**src/rtl/wf_neopixel_frame_buf_if.sv**
```systemverilog
// Pixel write handshake between a frame writer and the neopixel frame buffer.
interface wf_neopixel_frame_buf_if;
    logic        wr_valid;
    logic        wr_ready;
    logic [7:0]  wr_addr;
    logic [15:0] wr_data;

    modport master (
        output wr_valid,
        output wr_addr,
        output wr_data,
        input  wr_ready
    );

    modport slave (
        input  wr_valid,
        input  wr_addr,
        input  wr_data,
        output wr_ready
    );
endinterface

```
**src/rtl/wf_neopixel_frame_buf.sv**
```systemverilog
// Double-buffered 5/5/5 pixel store; swaps front/back only at frame_sync,
// and expands front-buffer pixels to dimmed 24-bit neopixel words.
module wf_neopixel_frame_buf #(
    parameter int NUM_OF_PIXELS = 8,
    parameter int DIM_SHIFT     = 1
) (
    input  logic                    clk,
    input  logic                    reset,
    wf_neopixel_frame_buf_if.slave  wr,
    output logic                    wr_err_o,
    input  logic                    clear_i,
    input  logic                    commit_i,
    output logic                    commit_pending_o,
    input  logic                    frame_sync_i,
    input  logic [7:0]              ram_rd_addr_i,
    output logic [23:0]             ram_rd_data_o,
    output logic [7:0]              swap_count_o
);

    localparam int AW = $clog2(2 * NUM_OF_PIXELS);
    localparam logic [7:0] NPIX      = 8'(NUM_OF_PIXELS);
    localparam logic [7:0] INIT_LAST = 8'(2 * NUM_OF_PIXELS - 1);
    localparam logic [7:0] CLR_LAST  = 8'(NUM_OF_PIXELS - 1);
    localparam logic [AW-1:0] BUF1   = AW'(NUM_OF_PIXELS);

    typedef enum logic [1:0] {
        S_INIT,
        S_CLEAR,
        S_IDLE,
        S_PEND
    } state_t;

    state_t      state_q;
    logic [7:0]  cnt_q;
    logic        front_sel_q;
    logic        commit_pending_q;
    logic        wr_ready_q;
    logic        wr_err_q;
    logic [7:0]  swap_count_q;
    logic [23:0] rd_data_q;
    logic [23:0] rd_data_d;

    logic [14:0] mem_q [2 * NUM_OF_PIXELS];

    logic          mem_we;
    logic [AW-1:0] mem_widx;
    logic [14:0]   mem_wdata;
    logic [AW-1:0] back_base;
    logic [AW-1:0] front_base;
    logic [AW-1:0] rd_idx;
    logic          wr_accept;
    logic          wr_in_range;
    logic          rd_in_range;
    logic          unused_wr_msb;

    function automatic logic [7:0] expand(input logic [4:0] c);
        logic [7:0] e;
        e = {c, c[4:2]};
        return e >> DIM_SHIFT;
    endfunction

    assign unused_wr_msb = wr.wr_data[15];
    assign wr_accept     = wr.wr_valid && wr_ready_q;
    assign wr_in_range   = wr.wr_addr < NPIX;
    assign rd_in_range   = ram_rd_addr_i < NPIX;
    // {sel, addr} layout generalised to non power-of-two frame sizes
    assign back_base     = front_sel_q ? '0 : BUF1;
    assign front_base    = front_sel_q ? BUF1 : '0;
    assign rd_idx        = front_base + AW'(ram_rd_addr_i);

    always_comb begin
        mem_we    = 1'b0;
        mem_widx  = '0;
        mem_wdata = '0;
        unique case (state_q)
            S_INIT: begin
                mem_we   = !reset;
                mem_widx = AW'(cnt_q);
            end
            S_CLEAR: begin
                mem_we   = !reset;
                mem_widx = back_base + AW'(cnt_q);
            end
            S_IDLE: begin
                mem_we    = !reset && wr_accept && wr_in_range;
                mem_widx  = back_base + AW'(wr.wr_addr);
                mem_wdata = wr.wr_data[14:0];
            end
            default: mem_we = 1'b0;
        endcase
    end

    always_comb begin
        rd_data_d = '0;
        if (rd_in_range) begin
            rd_data_d = {expand(mem_q[rd_idx][14:10]),
                         expand(mem_q[rd_idx][9:5]),
                         expand(mem_q[rd_idx][4:0])};
        end
    end

    always_ff @(posedge clk) begin
        if (mem_we) begin
            mem_q[mem_widx] <= mem_wdata;
        end
    end

    always_ff @(posedge clk) begin
        if (reset) begin
            state_q          <= S_INIT;
            cnt_q            <= '0;
            front_sel_q      <= 1'b0;
            commit_pending_q <= 1'b0;
            wr_ready_q       <= 1'b0;
            wr_err_q         <= 1'b0;
            swap_count_q     <= '0;
            rd_data_q        <= '0;
        end else begin
            rd_data_q <= rd_data_d;
            wr_err_q  <= wr_accept && !wr_in_range;
            unique case (state_q)
                S_INIT, S_CLEAR: begin
                    if (commit_i) begin
                        commit_pending_q <= 1'b1;
                    end
                    if (cnt_q == ((state_q == S_INIT) ? INIT_LAST : CLR_LAST)) begin
                        cnt_q <= '0;
                        if (commit_pending_q || commit_i) begin
                            state_q <= S_PEND;
                        end else begin
                            state_q    <= S_IDLE;
                            wr_ready_q <= 1'b1;
                        end
                    end else begin
                        cnt_q <= cnt_q + 8'd1;
                    end
                end
                S_IDLE: begin
                    if (clear_i) begin
                        state_q    <= S_CLEAR;
                        cnt_q      <= '0;
                        wr_ready_q <= 1'b0;
                        if (commit_i) begin
                            commit_pending_q <= 1'b1;
                        end
                    end else if (commit_i) begin
                        state_q          <= S_PEND;
                        commit_pending_q <= 1'b1;
                        wr_ready_q       <= 1'b0;
                    end
                end
                S_PEND: begin
                    if (frame_sync_i) begin
                        front_sel_q      <= !front_sel_q;
                        swap_count_q     <= swap_count_q + 8'd1;
                        commit_pending_q <= 1'b0;
                        wr_ready_q       <= 1'b1;
                        state_q          <= S_IDLE;
                    end
                end
                default: state_q <= S_INIT;
            endcase
        end
    end

    assign wr.wr_ready      = wr_ready_q;
    assign wr_err_o         = wr_err_q;
    assign commit_pending_o = commit_pending_q;
    assign ram_rd_data_o    = rd_data_q;
    assign swap_count_o     = swap_count_q;

endmodule

```
**src/flat_wrapper.sv**
```systemverilog
// flat-port wrapper written by rule: the top's interface ports become plain ports
module wf_neopixel_frame_buf_flat 
#(
    parameter int NUM_OF_PIXELS = 8,
    parameter int DIM_SHIFT     = 1
)
  (clk, reset, wr_err_o, clear_i, commit_i, commit_pending_o, frame_sync_i, ram_rd_addr_i, ram_rd_data_o, swap_count_o, wr_wr_valid, wr_wr_addr, wr_wr_data, wr_wr_ready);
  wf_neopixel_frame_buf_if wr_i ();
  input  logic clk;
  input  logic reset;
  output logic wr_err_o;
  input  logic clear_i;
  input  logic commit_i;
  output logic commit_pending_o;
  input  logic frame_sync_i;
  input  logic [7:0] ram_rd_addr_i;
  output logic [23:0] ram_rd_data_o;
  output logic [7:0] swap_count_o;
  input wire logic [$bits(wr_i.wr_valid)-1:0] wr_wr_valid;
  input wire logic [$bits(wr_i.wr_addr)-1:0] wr_wr_addr;
  input wire logic [$bits(wr_i.wr_data)-1:0] wr_wr_data;
  output wire logic [$bits(wr_i.wr_ready)-1:0] wr_wr_ready;
  assign wr_i.wr_valid = wr_wr_valid;
  assign wr_i.wr_addr = wr_wr_addr;
  assign wr_i.wr_data = wr_wr_data;
  assign wr_wr_ready = wr_i.wr_ready;
  wf_neopixel_frame_buf #(.NUM_OF_PIXELS(NUM_OF_PIXELS), .DIM_SHIFT(DIM_SHIFT)) u_core (.clk(clk), .reset(reset), .wr(wr_i), .wr_err_o(wr_err_o), .clear_i(clear_i), .commit_i(commit_i), .commit_pending_o(commit_pending_o), .frame_sync_i(frame_sync_i), .ram_rd_addr_i(ram_rd_addr_i), .ram_rd_data_o(ram_rd_data_o), .swap_count_o(swap_count_o));
endmodule
```
**config.mk**
```make
export PLATFORM = sky130hd
export DESIGN_NAME = wf_neopixel_frame_buf_flat
export DESIGN_NICKNAME = d
export VERILOG_FILES = /design/src/rtl/wf_neopixel_frame_buf_if.sv /design/src/rtl/wf_neopixel_frame_buf.sv /design/src/flat_wrapper.sv
export SDC_FILE = /design/constraint.sdc
export NUM_CORES = 1
export LEC_CHECK = 0
export BUFFER_PORTS_ARGS = -buffer_cell sky130_fd_sc_hd__buf_2
export CAP_MARGIN = 15
export CORE_ASPECT_RATIO = 1.75
export CORE_MARGIN = 5
export CORE_UTILIZATION = 58
export CTS_BUF_LIST = sky130_fd_sc_hd__clkbuf_8
export CTS_CLUSTER_DIAMETER = 100
export DETAILED_ROUTE_END_ITERATION = 12
export GPL_TIMING_DRIVEN = 0
export PLACE_DENSITY = 0.75
export RECOVER_POWER = 100
export SKIP_LAST_GASP = 1
export SYNTH_ARGS = -nofsm -noshare
export SYNTH_HDL_FRONTEND = slang
export SYNTH_SLANG_ARGS = --single-unit
```
**constraint.sdc**
```tcl
create_clock -name clk -period 4.36 [get_ports clk]
set_input_delay 0.872 -clock clk [delete_from_list [all_inputs] [get_ports clk]]
set_output_delay 0.872 -clock clk [all_outputs]
set_load 0.03 [all_outputs]
```
# Yosys cells after proc, flatten, opt, wreduce, memory -nomap -nowiden
# Memory sizes are Yosys's and may differ from the RTL's.
# Cells that the tools add are included.
classes:
  magnitude_cmp: 2
  reduce_logical: 18
  n_eq_ne: 10
  add_sub_neg: 5
  bitwise_logic: 1
  muxes: 26
ops:
  columns: ["cell", "count"]
  rows:
  - ["8-bit by 1-bit adder with 8-bit output (second input constant)", 2]
  - ["8-bit by 4-bit < comparator with 1-bit output (second input constant)", 2]
  - ["8-bit two-way mux", 2]
  - ["8-bit one-hot mux with 2 select lines", 1]
  - ["15-bit two-way mux", 1]
  - ["4-bit adder", 3]
  - ["4-bit two-way mux", 3]
  - ["4-bit one-hot mux with 3 select lines", 1]
  - ["1-bit two-way mux", 10]
  - ["8-bit equality test", 1]
  - ["2-bit two-way mux", 4]
  - ["2-bit != test (second input constant)", 3]
  - ["2-bit one-hot mux with 3 select lines", 1]
  - ["2-bit AND reduction", 3]
  - ["2-bit equality test (second input constant)", 2]
  - ["1-bit logical AND", 4]
  - ["2-bit by 1-bit != test with 1-bit output (second input constant)", 2]
  - ["1-bit one-hot mux with 2 select lines", 2]
  - ["4-bit AND reduction", 1]
  - ["2-bit OR reduction", 2]
  - ["1-bit logical NOT", 3]
  - ["3-bit != test (second input constant)", 1]
  - ["1-bit one-hot mux with 3 select lines", 1]
  - ["3-bit AND reduction", 1]
  - ["other kinds (6)", 6]
totals:
  memories: 1
  mem_bits_rw: 240
  word_cells: 72
  register_bits: 46
  output_inout_bits: 35
mem_list:
  columns: ["name", "words", "word_bits", "read_ports", "rd_ports_with_merged_regs", "write_ports", "line", "rtl"]
  rows:
  - ["u_core.mem_q", 16, 15, 1, 0, 1, "wf_neopixel_frame_buf.sv:43", "logic [14:0] mem_q [2 * NUM_OF_PIXELS];"]

# Logic depth before layout (Yosys ltp)
depth:
  depth_word: 6
  mapped_depth: 7
  mapped_depth_nobuf: 7

# Least setup slack after synthesis
# Ideal clock, no wire load.
synth_timing:
  kind: "input port to flip-flop"
  start: "input wr_wr_addr[7]"
  end: "memory u_core.mem_q[8][0] (enable)"
  path_buffers: 0
  setup_ps: 426
  arrival_ps: 3436
  path_stages: 4
  required_ps: 3934
  path_slack_ps: 498
  cell_sequence: "or4_4 o31ai_4 nand4b_2 nor4_1"
synth_between:
  elab_chain_len: 5
synth_lines:
  columns: ["element", "line", "rtl"]
  rows:
  - ["start, declared", "flat_wrapper.sv:20", "input wire logic [$bits(wr_i.wr_addr)-1:0] wr_wr_addr;"]
  - ["8-bit by 4-bit < comparator with 1-bit output", "wf_neopixel_frame_buf.sv:64", "assign wr_in_range = wr.wr_addr < NPIX;"]
  - ["1-bit logical AND", "wf_neopixel_frame_buf.sv:85", "mem_we = !reset && wr_accept && wr_in_range;"]
  - ["1-bit one-hot mux with 2 select lines", "wf_neopixel_frame_buf.sv:75", "unique case (state_q)"]
  - ["1-bit two-way mux", "wf_neopixel_frame_buf.sv:103", "if (mem_we) begin"]
  - ["1-bit two-way mux (not written as such)", "wf_neopixel_frame_buf.sv:104", "mem_q[mem_widx] <= mem_wdata;"]
  - ["end, declared", "wf_neopixel_frame_buf.sv:43", null]
# No other way between the ends.

# Final worst setup path
layout_timing:
  start: "register u_core.state_q[1]"
  end: "memory u_core.mem_q[14][11] (enable)"
layout_between:
  elab_chain_len: 5
layout_lines:
  columns: ["element", "line", "rtl"]
  rows:
  - ["start, declared", "wf_neopixel_frame_buf.sv:33", "state_t state_q;"]
  - ["start signal, assigned", "wf_neopixel_frame_buf.sv:110", "state_q <= S_INIT;"]
  - ["start signal, assigned", "wf_neopixel_frame_buf.sv:129", "state_q <= S_PEND;"]
  - ["start signal, assigned", "wf_neopixel_frame_buf.sv:131", "state_q <= S_IDLE;"]
  - ["2-bit by 1-bit equality test with 1-bit output or 2-bit logical NOT (tied branches)", "wf_neopixel_frame_buf.sv:75", null]
  - ["2-bit OR reduction (no line)", null, null]
  - ["1-bit one-hot mux with 2 select lines", "wf_neopixel_frame_buf.sv:75", null]
  - ["1-bit two-way mux", "wf_neopixel_frame_buf.sv:103", null]
  - ["1-bit two-way mux (not written as such)", "wf_neopixel_frame_buf.sv:104", null]
# Parallel ways exist; a longest one is shown, timed or not.

==> report_table.html <==
<table>
<tr><th>Metric</th><th>Value</th></tr>
<tr><th colspan="2">Floorplan</th></tr>
<tr><td>Effective utilization at floorplan</td><td>about three fifths</td></tr>
<tr><td>Horizontal die dimension</td><td>around 110 µm</td></tr>
<tr><td>Area enclosed by the die boundary</td><td>approximately 22000 µm²</td></tr>
<tr><td>Overall die height</td><td>192 µm</td></tr>
<tr><td>Floorplan row count</td><td>66</td></tr>
<tr><td>Floorplan core area</td><td>18600 µm²</td></tr>
<tr><td>Number of top-level pins</td><td>73</td></tr>
<tr><th colspan="2">Final layout</th></tr>
<tr><td>Fraction of final layout cells sized beyond drive strength 1</td><td>23.9%</td></tr>
<tr><td>Total Nets Final</td><td>771</td></tr>
<tr><td>Area of the multi-input gates</td><td>2820 µm²</td></tr>
<tr><td>Non-filler instance count after layout</td><td>about 1000</td></tr>
<tr><td>Storage element area</td><td>7950 µm²</td></tr>
<tr><td>Diodes inserted</td><td>0</td></tr>
<tr><td>Fill cell count</td><td>between 1000 and 1500</td></tr>
<tr><td>Area Overhead vs Synth</td><td>13.3%</td></tr>
<tr><th colspan="2">Detailed routing</th></tr>
<tr><td>DRT antenna net count</td><td>0</td></tr>
<tr><td>Routed metal-1 wire length</td><td>roughly 7900 µm</td></tr>
<tr><td>Drt total wl</td><td>about 24000 µm</td></tr>
<tr><td>Max layer used</td><td>met4</td></tr>
<tr><td>Wire length on met2</td><td>13500 µm</td></tr>
<tr><td>Routed via count</td><td>5945</td></tr>
<tr><td>Violation count after the first detailed-routing iteration</td><td>roughly 400</td></tr>
<tr><td>Drt via density</td><td>6.02</td></tr>
<tr><td>Detailed-route wire length per cell</td><td>24.0 µm</td></tr>
<tr><td>Met3 layer wire length in the routed design</td><td>1390 µm</td></tr>
<tr><td>Number of detailed-routing iterations run before antenna repair</td><td>5</td></tr>
<tr><td>Final routed DRC violation total</td><td>0</td></tr>
<tr><th colspan="2">Power and ir drop</th></tr>
<tr><td>Worst VDD drop</td><td>between 0.4 and 0.5 mV</td></tr>
<tr><td>Leakage component of the power</td><td>4.19 nW</td></tr>
<tr><td>Power density of the placed cells</td><td>505 nW/µm²</td></tr>
<tr><th colspan="2">Place</th></tr>
<tr><td>DP HPWL</td><td>16900 µm</td></tr>
<tr><td>Number of cells after detailed placement</td><td>923</td></tr>
<tr><td>Final estimated routing congestion in global placement</td><td>0.891</td></tr>
<tr><td>Worst slack after detailed placement</td><td>0.614 ns</td></tr>
<tr><td>Count of port buffers added during placement</td><td>65</td></tr>
<tr><th colspan="2">STA</th></tr>
<tr><td>Worst setup slack after layout</td><td>0.605 ns</td></tr>
<tr><td>Number of failing setup endpoints in the final timing report</td><td>0</td></tr>
<tr><td>Slew at the pin with the worst max-slew slack</td><td>1.33 ns</td></tr>
<tr><td>Hold violation total from the final report</td><td>0</td></tr>
<tr><td>Worst slew margin relative to its limit</td><td>10.7%</td></tr>
<tr><td>Share of the clock period used by the worst path after layout</td><td>86.1%</td></tr>
<tr><td>Fin. max-slew vios</td><td>0</td></tr>
<tr><td>Post-route worst hold slack</td><td>0.532 ns</td></tr>
<tr><td>Setup Skew</td><td>roughly 0.027 ns</td></tr>
<tr><td>Max Clock Freq</td><td>266 MHz</td></tr>
<tr><td>Min Clock Period, post-route</td><td>around 3.8 ns</td></tr>
<tr><td>Unrepaired setup endpoints after global routing</td><td>no</td></tr>
<tr><td>Final-layout setup total negative slack</td><td>0 ns</td></tr>
<tr><th colspan="2">Yosys</th></tr>
<tr><td>Portion of synthesized cell area occupied by the leading cell type</td><td>65.7%</td></tr>
<tr><td>Post-synthesis sequential area ratio</td><td>72.4%</td></tr>
<tr><td>Biggest area consumer among synthesized cells</td><td>sky130_fd_sc_hd__edfxtp_1</td></tr>
<tr><td>Library cell with the highest instance count after synthesis</td><td>sky130_fd_sc_hd__edfxtp_1</td></tr>
<tr><td>Most used standard cells in the synthesized netlist</td><td>240 x sky130_fd_sc_hd__edfxtp_1, 60 x sky130_fd_sc_hd__mux4_2, 37 x sky130_fd_sc_hd__dfxtp_1, 26 x sky130_fd_sc_hd__nand2_1, 24 x sky130_fd_sc_hd__nor2_1</td></tr>
<tr><td>Number of enable-type register cells in the synthesized netlist</td><td>240</td></tr>
<tr><td>Share of flip-flops with an asynchronous set or reset</td><td>0%</td></tr>
<tr><td>FF+latch count, synth</td><td>277</td></tr>
<tr><td>Average footprint of a synthesized cell</td><td>about 18 µm²</td></tr>
<tr><td>Number of warnings issued by yosys</td><td>0</td></tr>
<tr><td>Most area-consuming cells after synthesis</td><td>sky130_fd_sc_hd__edfxtp_1 66%, sky130_fd_sc_hd__mux4_2 12%, sky130_fd_sc_hd__dfxtp_1 6.8%, sky130_fd_sc_hd__mux2i_1 1.7%, sky130_fd_sc_hd__o211ai_1 1.2%</td></tr>
<tr><td>Flip-flop cell with the highest count after synthesis</td><td>sky130_fd_sc_hd__edfxtp_1</td></tr>
<tr><td>Unique cell type count in the Yosys netlist</td><td>51</td></tr>
<tr><td>Cell Area, Synth</td><td>about 11000 µm²</td></tr>
<tr><td>Synthesized netlist cell count</td><td>600</td></tr>
<tr><th colspan="2">Min path</th></tr>
<tr><td>Worst hold-check path type</td><td>flip-flop to flip-flop</td></tr>
<tr><th colspan="2">Critical path</th></tr>
<tr><td>Arrival time at the worst endpoint</td><td>3.88 ns</td></tr>
<tr><td>Capturing element type of the critical path</td><td>flip-flop</td></tr>
<tr><td>Required time at the endpoint of the critical path</td><td>between 4 and 5 ns</td></tr>
<tr><td>Peak fanout along the critical path</td><td>11</td></tr>
<tr><td>Type of the worst setup path</td><td>flip-flop to flip-flop</td></tr>
<tr><td>Type of origin of the critical path</td><td>flip-flop</td></tr>
<tr><th colspan="2">Clock network</th></tr>
<tr><td>CTS resizes</td><td>0</td></tr>
<tr><td>Clock latency of the later-clocked register in the worst-skew pair</td><td>0.52 ns</td></tr>
<tr><td>Buffers inserted by post-CTS timing repair</td><td>0</td></tr>
<tr><td>Clock tree from TritonCTS</td><td>done</td></tr>
<tr><td>Clock H-tree levels</td><td>2</td></tr>
<tr><td>Clk Tree Root Cell</td><td>sky130_fd_sc_hd__clkbuf_8</td></tr>
<tr><td>Clock net sink count</td><td>277</td></tr>
<tr><td>CTS Buf Count</td><td>38</td></tr>
<tr><td>Clock edge transition at the registers on the reported setup and hold paths</td><td>0.08 ns</td></tr>
<tr><td>Longest Clk Path Bufs</td><td>3</td></tr>
<tr><td>Number of buffers inserted for hold repair after clock tree synthesis</td><td>0</td></tr>
<tr><th colspan="2">Global routing</th></tr>
<tr><td>Global-route wire length before repair</td><td>36500 µm</td></tr>
<tr><td>Number of antenna violations at the first check in global routing</td><td>0</td></tr>
<tr><td>Pin count of the biggest net entering global routing</td><td>17</td></tr>
<tr><td>Global routing usage summed across all routing layers</td><td>22.5%</td></tr>
<tr><td>GRT Residual Overflow</td><td>0</td></tr>
<tr><td>Vias in the first global route</td><td>6418</td></tr>
<tr><th colspan="2">Flow run</th></tr>
<tr><td>Max capacitance violation total</td><td>0</td></tr>
<tr><th colspan="2">Run status</th></tr>
<tr><td>Result of the run</td><td>completed</td></tr>
</table>
cell type report:
cell class | count | area share, %
Inverter | 3 | 0.0906
Sequential cell | 277 | 63.9
Timing Repair Buffer | 83 | 3.55
Clock buffer | 44 | 4.87
Buffer | 38 | 1.50
Tap cell | 238 | 2.40
Multi-Input combinational cell | 284 | 22.7
Clock inverter | 21 | 0.926
sequential cells by signal, summed over array words and instances (netlist names):
register	flops
u_core.cnt_q	8
u_core.wr.wr_ready	1
u_core.wr_err_o	1
u_core.swap_count_o	8
u_core.state_q	2
u_core.commit_pending_o	1
u_core.ram_rd_data_o	15
u_core.mem_q	240
u_core.front_sel_q	1
kinds of logic (layout without fill, tap and decap cells):
group	count (synthesis)	in the layout	share of synthesized area, %
buffers and inverters	41	189	1.82
DFF	277	277	72.4
adders and majority gates	8	8	0.912
and+or+nand+nor	132	132	6.31
muxes	79	79	14.1
AOI/OAI and AO/OA	52	52	3.63
xor gates and xnor gates	10	10	0.798
other	1	3	0.0342
critical path, cell delays in order, from the launching register on:
cell and delay [ns]:
sky130_fd_sc_hd__dfxtp_1 0.46, sky130_fd_sc_hd__ha_1 0.24, sky130_fd_sc_hd__clkbuf_1 0.38, sky130_fd_sc_hd__mux2i_1 0.28
sky130_fd_sc_hd__mux2i_1 0.39, sky130_fd_sc_hd__o221ai_1 0.32, sky130_fd_sc_hd__nor3_1 0.66, sky130_fd_sc_hd__clkbuf_1 0.62
worst paths after layout:
check	startpoint	endpoint	slack, ns	cells after the start
max	u_core.state_q[1]$_SDFFE_PP0P_	u_core.mem_q[14][11]$_DFFE_PP_	0.61	7
min	u_core.wr.wr_ready$_SDFFE_PP0P_	u_core.wr_err_o$_SDFF_PP0_	0.53	2
max reg2reg	u_core.state_q[1]$_SDFFE_PP0P_	u_core.mem_q[14][11]$_DFFE_PP_	0.61	7
min reg2reg	u_core.wr.wr_ready$_SDFFE_PP0P_	u_core.wr_err_o$_SDFF_PP0_	0.53	2
power breakdown:
part / total [W] / leakage (nW) / switching (W) / internal [W]
logic: 0.00105 / 1.26 / 0.000728 / 0.000320
clock network: 0.00188 / 0.409 / 0.000905 / 0.000977
registers: 0.00335 / 2.52 / 0.0000827 / 0.00326
total: 0.00628 / 4.19 / 0.00172 / 0.00456
cells in the final DEF, fill, tap and decap left out, types with 16 or more instances in the layout:
cell / synthesis / routed
sky130_fd_sc_hd__edfxtp_1: 240 / 240
sky130_fd_sc_hd__mux4_2: 60 / 60
sky130_fd_sc_hd__clkbuf_1: 17 / 56
sky130_fd_sc_hd__clkbuf_8: 0 / 44
sky130_fd_sc_hd__buf_2: 10 / 40
sky130_fd_sc_hd__dfxtp_1: 37 / 37
sky130_fd_sc_hd__nand2_1: 26 / 26
sky130_fd_sc_hd__nor2_1: 24 / 24
sky130_fd_sc_hd__nand3_1: 22 / 22
sky130_fd_sc_hd__mux2i_1: 19 / 19
sky130_fd_sc_hd__o211ai_1: 18 / 18
sky130_fd_sc_hd__and2_0: 0 / 16
sky130_fd_sc_hd__nor3_1: 16 / 16
routing by layer:
layer  vias up  GRT usage, %
met2       248          42.4
met3        64          3.78
li1       2668             -
met5         -             0
met4         0          9.47
met1      2965          24.6
through the flow:
| stage | util, % | cell area (µm²) | power (W) |
|---|---|---|---|
| floorplan | - | 11000 | 0.00403 |
| global placement | 62.4 | 11600 | 0.00432 |
| detailed placement | 63.9 | 11900 | 0.00449 |
| CTS | 67.7 | 12600 | 0.00634 |
| global route | 66.9 | 12400 | 0.00653 |
| finish | 66.9 | 12400 | 0.00628 |
(Power assumes the default switching activity.)
